<file path="src/rtl/uart_pkg.sv">
// Shared UART definitions: receiver FSM states, status register
// field positions and the baud divider helper.
package uart_pkg;

  typedef enum logic [1:0] {
    IDLE  = 2'd0,
    START = 2'd1,
    DATA  = 2'd2,
    STOP  = 2'd3
  } rx_state_e;

  localparam int RX_DATA_LSB = 0;
  localparam int RX_FLAG_BIT = 8;
  localparam int RX_OVR_BIT  = 9;
  localparam int RX_FERR_BIT = 10;

  function automatic int baud_div(
    input int clk_freq,
    input int baud,
    input int ovs
  );
    return clk_freq / (baud * ovs);
  endfunction

endpackage

</file>
<file path="src/rtl/uart_baud_tick_gen.sv">
// Oversample tick generator: one-cycle tick every DIV clocks,
// realigned to zero phase by restart.
module uart_baud_tick_gen #(
  parameter int DIV = 27
) (
  input  logic clk,
  input  logic rst,
  input  logic restart,
  output logic tick
);

  localparam int CW = (DIV > 1) ? $clog2(DIV) : 1;

  logic [CW-1:0] cnt_q;
  logic          tick_q;

  always_ff @(posedge clk or negedge rst) begin
    if (!rst) begin
      cnt_q  <= '0;
      tick_q <= 1'b0;
    end else if (restart) begin
      cnt_q  <= '0;
      tick_q <= 1'b0;
    end else if (cnt_q == CW'(DIV - 1)) begin
      cnt_q  <= '0;
      tick_q <= 1'b1;
    end else begin
      cnt_q  <= cnt_q + CW'(1);
      tick_q <= 1'b0;
    end
  end

  assign tick = tick_q;

endmodule

</file>
<file path="src/rtl/uart_rx_register_encoder.sv">
// UART receiver: deserialises rx and packs data plus status
// flags into the processor-visible 32-bit Rx register.
module uart_rx_register_encoder
  import uart_pkg::*;
#(
  parameter int CLK_FREQ   = 50_000_000,
  parameter int BAUD       = 115200,
  parameter int OVERSAMPLE = 16,
  parameter int DATA_BITS  = 8
) (
  input  logic        clk,
  input  logic        rst,
  input  logic        rx,
  input  logic        clr_rx_flag,
  output logic [31:0] UART_Rx_Reg,
  output logic        rx_flag,
  output logic        busy
);

  localparam int DIV = baud_div(CLK_FREQ, BAUD, OVERSAMPLE);
  localparam int OW  = $clog2(OVERSAMPLE);
  localparam int BW  = $clog2(DATA_BITS);

  logic [1:0]    sync_q;
  logic          rxs;
  rx_state_e     state_q;
  logic [OW-1:0] ovs_q;
  logic [BW-1:0] bit_q;
  logic [7:0]    shift_q;
  logic          arm_q;
  logic          busy_q;
  logic          load_q;
  logic          pend_fe_q;
  logic [7:0]    data_q;
  logic          flag_q;
  logic          ovr_q;
  logic          fe_q;
  logic          tick;
  logic          restart;

  assign rxs = sync_q[1];
  // arm_q blocks re-triggering on a line still held low (break)
  assign restart = (state_q == IDLE) && !rxs && arm_q;

  uart_baud_tick_gen #(
    .DIV(DIV)
  ) u_tick (
    .clk    (clk),
    .rst    (rst),
    .restart(restart),
    .tick   (tick)
  );

  always_ff @(posedge clk or negedge rst) begin
    if (!rst) begin
      sync_q <= 2'b11;
    end else begin
      sync_q <= {sync_q[0], rx};
    end
  end

  always_ff @(posedge clk or negedge rst) begin
    if (!rst) begin
      state_q   <= IDLE;
      ovs_q     <= '0;
      bit_q     <= '0;
      shift_q   <= '0;
      arm_q     <= 1'b1;
      busy_q    <= 1'b0;
      load_q    <= 1'b0;
      pend_fe_q <= 1'b0;
    end else begin
      load_q <= 1'b0;
      if (rxs) arm_q <= 1'b1;
      unique case (state_q)
        IDLE: begin
          if (restart) begin
            state_q <= START;
            ovs_q   <= '0;
            busy_q  <= 1'b1;
          end
        end
        START: begin
          if (tick) begin
            if (ovs_q == OW'(OVERSAMPLE / 2 - 1)) begin
              ovs_q <= '0;
              if (rxs) begin
                state_q <= IDLE;
                busy_q  <= 1'b0;
              end else begin
                state_q <= DATA;
                bit_q   <= '0;
                shift_q <= '0;
              end
            end else begin
              ovs_q <= ovs_q + OW'(1);
            end
          end
        end
        DATA: begin
          if (tick) begin
            if (ovs_q == OW'(OVERSAMPLE - 1)) begin
              ovs_q          <= '0;
              shift_q[bit_q] <= rxs;
              if (bit_q == BW'(DATA_BITS - 1)) begin
                state_q <= STOP;
              end else begin
                bit_q <= bit_q + BW'(1);
              end
            end else begin
              ovs_q <= ovs_q + OW'(1);
            end
          end
        end
        STOP: begin
          if (tick) begin
            if (ovs_q == OW'(OVERSAMPLE - 1)) begin
              ovs_q     <= '0;
              load_q    <= 1'b1;
              pend_fe_q <= !rxs;
              state_q   <= IDLE;
              busy_q    <= 1'b0;
              if (!rxs) arm_q <= 1'b0;
            end else begin
              ovs_q <= ovs_q + OW'(1);
            end
          end
        end
      endcase
    end
  end

  // a load beats a coincident clear; overrun only if unacknowledged
  always_ff @(posedge clk or negedge rst) begin
    if (!rst) begin
      data_q <= '0;
      flag_q <= 1'b0;
      ovr_q  <= 1'b0;
      fe_q   <= 1'b0;
    end else if (load_q) begin
      data_q <= shift_q;
      flag_q <= 1'b1;
      ovr_q  <= flag_q && !clr_rx_flag;
      fe_q   <= pend_fe_q;
    end else if (clr_rx_flag && flag_q) begin
      flag_q <= 1'b0;
      ovr_q  <= 1'b0;
      fe_q   <= 1'b0;
    end
  end

  always_comb begin
    UART_Rx_Reg = '0;
    UART_Rx_Reg[RX_DATA_LSB +: 8] = data_q;
    UART_Rx_Reg[RX_FLAG_BIT]      = flag_q;
    UART_Rx_Reg[RX_OVR_BIT]       = ovr_q;
    UART_Rx_Reg[RX_FERR_BIT]      = fe_q;
  end

  assign rx_flag = flag_q;
  assign busy    = busy_q;

endmodule

</file>
<file path="config.mk">
export PLATFORM = sky130hd
export DESIGN_NAME = uart_rx_register_encoder
export DESIGN_NICKNAME = d
export VERILOG_FILES = /design/src/rtl/uart_pkg.sv /design/src/rtl/uart_baud_tick_gen.sv /design/src/rtl/uart_rx_register_encoder.sv
export SDC_FILE = /design/constraint.sdc
export NUM_CORES = 1
export LEC_CHECK = 0
export CAP_MARGIN = 20
export CORE_ASPECT_RATIO = 1.75
export CORE_MARGIN = 3
export CORE_UTILIZATION = 50
export DETAILED_ROUTE_END_ITERATION = 7
export PLACE_DENSITY_LB_ADDON = 0.1
export RECOVER_POWER = 25
export SETUP_SLACK_MARGIN = 0.15
export SLEW_MARGIN = 20
export SYNTH_ARGS = -nofsm -noshare
export SYNTH_HDL_FRONTEND = slang
export SYNTH_SLANG_ARGS = --single-unit
export TNS_END_PERCENT = 10
</file>
<file path="constraint.sdc">
create_clock -name clk -period 3.35 [get_ports clk]
set_input_delay 0.67 -clock clk [delete_from_list [all_inputs] [get_ports clk]]
set_output_delay 0.67 -clock clk [all_outputs]
set_load 0.1 [all_outputs]
</file>
# [After elaboration in Yosys (flattened, before gate mapping)]
# Index checks and enable logic that the tools add are counted.
[classes] n_addsub=3 n_lt_le_gt_ge=2 eq_ne=19 n_mux=55 reduce_logical=18
[op_table] operator="2-to-1 mux 8 bit" n=5
[op_table] operator="2-to-1 mux 1 bit" n=21
[op_table] operator="2-to-1 mux 4 bit" n=5
[op_table] operator="2-to-1 mux 2 bit" n=9
[op_table] operator="2-to-1 mux 3 bit" n=6
[op_table] operator="!= test 2 bit, second input constant" n=8
[op_table] operator="case mux 8 bit (2 select lines)" n=1
[op_table] operator="AND reduction 7 bit" n=2
[op_table] operator="case mux 4 bit (3 select lines)" n=1
[op_table] operator="2-to-1 mux 5 bit" n=2
[op_table] operator="bitwise mux 8 bit" n=1
[op_table] operator="!= test 2 x 1 -> 1 bit, second input constant" n=4
[op_table] operator="case mux 2 bit (4 select lines)" n=1
[op_table] operator="AND reduction 8 bit" n=1
[op_table] operator="case mux 3 bit (2 select lines)" n=1
[op_table] operator="AND reduction 3 bit" n=2
[op_table] operator="AND reduction 6 bit" n=1
[op_table] operator="adder 5 x 1 -> 5 bit, second input constant" n=1
[op_table] operator="equality test 5 bit, second input constant" n=1
[op_table] operator="logical AND 1 bit" n=5
[op_table] operator="adder 4 x 1 -> 4 bit, second input constant" n=1
[op_table] operator="equality test 2 bit, second input constant" n=2
[op_table] operator="equality test 4 x 3 -> 1 bit, second input constant" n=1
[op_table] operator="equality test 4 bit, second input constant" n=1
[op_table] operator="12 further kinds" n=14
[totals] register_bits=40 output_inout_bits=34 word_cells=112

# [Depth between registers and ports, before layout]
[depth] depth_word=8 depth_mapped=5

# [Modules after synthesis]
# A second synthesis with hierarchy kept.
[unflattened] cells_unflattened=202 area_unflattened_um2=2163.3
[modules_own_cells] mod="uart_rx_register_encoder" n_inst=1 cells_each=178 area_per_inst_um2=1863.0 seq_area_each_um2=854.6
[modules_own_cells] mod="uart_baud_tick_gen" n_inst=1 cells_each=24 area_per_inst_um2=300.3 seq_area_each_um2=150.1

# [Least setup slack after synthesis]
# Ideal clock, no wire load.
[synth_path] path_type="register -> output" startpoint="reg flag_q (netlist: rx_flag)" endpoint="out UART_Rx_Reg[8]" arrival_ps=1387 required_time_ps=2680 slack_ps=1293 path_stages_with_launch=2 n_path_buf=1 path_cell_list="dfrtp_1 buf_4"
[synth_rtl] item="from (decl)" line_no="uart_rx_register_encoder.sv:35" source="logic flag_q;"
[synth_rtl] item="from (signal assigned)" line_no="uart_rx_register_encoder.sv:137" source="flag_q <= 1'b0;"
[synth_rtl] item="from (signal assigned)" line_no="uart_rx_register_encoder.sv:142" source="flag_q <= 1'b1;"
[synth_rtl] item="from (signal assigned)" line_no="uart_rx_register_encoder.sv:146" source="flag_q <= 1'b0;"
[synth_rtl] item="to (decl)" line_no="uart_rx_register_encoder.sv:15" source="output logic [31:0] UART_Rx_Reg,"
# No word-level cell between the ends.

# [Worst setup path in the final report]
[layout_path] startpoint="reg data_q[3]" endpoint="out UART_Rx_Reg[3]"
[layout_rtl] item="from (decl)" line_no="uart_rx_register_encoder.sv:34" source="logic [7:0] data_q;"
[layout_rtl] item="from (signal assigned)" line_no="uart_rx_register_encoder.sv:141" source="data_q <= shift_q;"
# No word-level cell between the ends.

==> key figures <==
Drt
  – Starting DRT DRC Count: 24
  – DRC violation count after routing: 0
  – Routed wire length per instance: 14.17 um
  – Vias per inst: 5.358
  – DR pass1 iterations: 4
  – Via count: 1393
  – Number of antenna-violating nets in the routed design: 0
  – Wire length reported by the detailed router: 3.684 mm

Synth
  – Main combinational cell family by area after synthesis: simple AND/OR/NAND/NOR gates
  – Number of warning messages in the yosys log: 0
  – Fraction of registers with async set or reset after synthesis: 100.0%
  – Part of the Yosys area used for sequential elements: 47.63%
  – Cells taking the most area after synthesis: sky130_fd_sc_hd__dfrtp_1 44%, sky130_fd_sc_hd__buf_4 8.9%, sky130_fd_sc_hd__mux2_2 4.3%
  – Per-instance average area after synthesis: 10.55 um^2
  – Share of synthesized area spent on multiplexers: 6.168%
  – Dominant cell type by area after synthesis: sky130_fd_sc_hd__dfrtp_1
  – Post-synth design cell area: 2110 um^2
  – Post-synthesis share of cell area spent on full adders, half adders and majority gates: 2.966%
  – Top cells by count, synth: 37 x sky130_fd_sc_hd__dfrtp_1, 25 x sky130_fd_sc_hd__buf_4, 16 x sky130_fd_sc_hd__inv_1
  – Most repeated cell in the gate-level netlist after synthesis: sky130_fd_sc_hd__dfrtp_1
  – Xor/xnor cell area share of the yosys netlist: 1.246%
  – Number of synthesized flops with an enable pin: 0
  – Number of storage elements in the synthesis netlist: 40
  – Main synth FF type: sky130_fd_sc_hd__dfrtp_1
  – Library cells used by synthesis: 44
  – Fraction of the mapped netlist area in simple logic gates: 14.18%
  – Count of mapped cells out of synthesis: 200
  – Synth top area share: 43.89%
  – Post-synthesis compound-gate area fraction: 13.76%

Critical path
  – Required @ worst endpoint: 2.68 ns
  – Max stage delay cell, worst path: sky130_fd_sc_hd__clkdlybuf4s50_1
  – Arr. time, crit path: 1.77 ns
  – Type of element capturing the critical path: output port
  – CP Max Fanout: 2
  – Kind of launch point of the worst setup path: flip-flop
  – CP top delay family: buffers and inverters
  – Critical setup path kind: reg2out
  – Max incr delay on CP: 1.13 ns
  – Buffering stage count on the worst path with inverters included: 1
  – Cell Chain, Critical Path: clkdlybuf4s50_1

Final layout
  – Area overhead of the layout relative to synthesis: 7.355%
  – Total non-filler cell area in the finished layout: 2265 um^2
  – Sequential cell area: 1005 um^2
  – Antenna diode count: 0
  – Net total in the final layout: 220
  – Area taken by multi-input logic gates: 887.1 um^2
  – Layout cells sized above 1: 18.87%
  – Filler Cell Count: 384

Clock network
  – Number of buffers inserted to repair setup after CTS: 0
  – Clock Sinks: 40
  – Number of gates given a new drive strength after cts: 0
  – Clock slew seen by the registers of the worst setup and hold paths: 0.07 ns
  – Depth of the CTS H-tree: 2
  – Clock tree buffer depth: 2
  – TritonCTS clock tree: yes
  – Clock network latency to the later pin of the worst-skew pair: 0.29 ns
  – Hold Buf Count CTS: 0
  – Root buf cell: sky130_fd_sc_hd__clkbuf_8
  – Num CTS Buffers: 5

Placed design
  – Estimated wirelength of the detail-placed design: 2.733 mm
  – Buffers added on ports: 16
  – Cell area after placement: 2140 um^2
  – Placer's final routability congestion estimate: 0.8133

Status
  – Violations in the final reports: max-capacitance violations, max-slew violations
  – Run status: finished, violations left

GRT
  – Gr busiest metal: met2
  – GRT met2 Usage: 30.14%
  – Met3 Use GR: 4.065%
  – Number of global-route vias before repair: 1441
  – Pin count of the biggest net entering global routing: 41
  – Total global routing track utilization: 16.67%
  – Met1 layer usage reported by global route: 16.83%
  – First-pass GRT wire length: 6.279 mm
  – Initial antenna violation count: 0
  – Remaining global-route overflow: 0

Floorplanning
  – Width of the chip: 55.10 um
  – Starting density of the core: 53.02%
  – Number of standard-cell rows in the floorplan: 30
  – Y dimension of the die: 91.93 um
  – Placeable core region: 3979 um^2
  – IO Pins: 38
  – Overall die area: 5065 um^2

STA
  – Post-route minimum period: 2.441 ns
  – Final worst clock skew: 0.002486 ns
  – Number of slew-limit violations in the final report: 41
  – Total setup violations reported at the end of the flow: 0
  – Highest clock rate: 409.6 MHz
  – Slew headroom: -37.58%
  – Aggregate negative setup slack: 0 ns
  – RSZ-0062 raised after global routing: false
  – Worst Tran Pin Value: 2.064 ns
  – Final Hold Viols: 0
  – Share of the clock period used by the worst path: 72.88%

Power
  – Power per unit of standard cell area: 557.7 nW/um^2
  – Leakage power: 1.073 nW
  – Maximum vdd ir drop: 0.0004572 V

Job
  – Max_cap viols: 1

Worst hold path
  – Class of the worst hold path: reg2reg
## cells by family after synthesis
kind of cell             after synthesis
other                                  1
XOR/XNOR                               3
flip-flops                            40
adder cells (fa/ha/maj)                5
buffers and inverters                 48
multiplexers                          12
AO/OA/AOI/OAI                         39
AND/OR/NAND/NOR                       52
## path summary, 6_finish.rpt
path                                            start                      to  slack (ns)  cells past startpoint
worst max-delay path            data_q[3]$_DFFE_PN0P_          UART_Rx_Reg[3]        0.91                      1
max in group asynchronous                         rst        load_q$_DFF_PN0_        1.21                      1
min in group asynchronous                         rst  shift_q[7]$_DFFE_PN0P_        0.97                      1
worst max register to register              flip-flop  shift_q[6]$_DFFE_PN0P_        1.31                      3
worst min-delay path              sync_q[0]$_DFF_PN1_     sync_q[1]$_DFF_PN1_        0.36                      0
worst min register to register    sync_q[0]$_DFF_PN1_     sync_q[1]$_DFF_PN1_        0.36                      0
## stage by stage
step	power [mW]	setup slack (ns)	std cells	util, %	hold slack [ns]
floorplan	0.8311	1.293	220	-	0.3452
global placement	0.8415	1.234	252	53.77	0.3465
detailed placement	0.8516	1.204	252	53.77	0.3468
CTS	1.280	0.8780	260	56.95	0.3582
global route	1.332	0.8170	260	56.92	0.3667
finish	1.263	0.9087	260	56.92	0.3571
## area by class of cell
type                    count  share of cell area, %
well taps                  48                  2.652
clock inverters             1                  1.326
clock buffers               7                  4.254
inverters                  16                  2.652
repair buffers             16                  5.580
flip-flops and latches     40                  44.36
multi-input cells         132                  39.17
## registers in the layout (all words and copies together), names as in the netlist, named ones only
name          flops
data_q            8
shift_q           8
u_tick.cnt_q      5
ovs_q             4
bit_q             3
sync_q            2
arm_q             1
busy              1
fe_q              1
load_q            1
ovr_q             1
pend_fe_q         1
rx_flag           1
state_q           1
u_tick.tick       1
## layout by cell type, fill, tap and decap left out, types with 2 or more instances in the layout
master	count
sky130_fd_sc_hd__dfrtp_1	37
sky130_fd_sc_hd__conb_1	21
sky130_fd_sc_hd__inv_1	16
sky130_fd_sc_hd__nand2_1	11
sky130_fd_sc_hd__buf_4	11
sky130_fd_sc_hd__nor2_1	9
sky130_fd_sc_hd__o211ai_1	8
sky130_fd_sc_hd__o221ai_1	8
sky130_fd_sc_hd__mux2_2	8
sky130_fd_sc_hd__nand3_1	7
sky130_fd_sc_hd__clkbuf_8	7
sky130_fd_sc_hd__nand4_1	6
sky130_fd_sc_hd__a21oi_1	6
sky130_fd_sc_hd__o21ai_0	6
sky130_fd_sc_hd__or2_2	5
sky130_fd_sc_hd__ha_1	5
sky130_fd_sc_hd__mux2i_1	4
sky130_fd_sc_hd__a21o_1	3
sky130_fd_sc_hd__dfstp_2	3
sky130_fd_sc_hd__clkdlybuf4s50_1	3
sky130_fd_sc_hd__or4b_4	2
sky130_fd_sc_hd__xor2_1	2
sky130_fd_sc_hd__nor2b_1	2
sky130_fd_sc_hd__nand2b_1	2
## layer usage
metal  part of all wire [%]  wire length [um]
met5                      0                 0
met3                    3.6               131
met2                     58              2141
met4                    1.6                59
met1                     37              1352
## power by group
part           switching (mW)  internal, mW  total [mW]
Combinational           0.185        0.0671       0.252
Sequential             0.0533         0.536       0.589
Clock                   0.158         0.263       0.421
Total                   0.397         0.866        1.26
No activity file was read; power rests on OpenSTA's default activity.
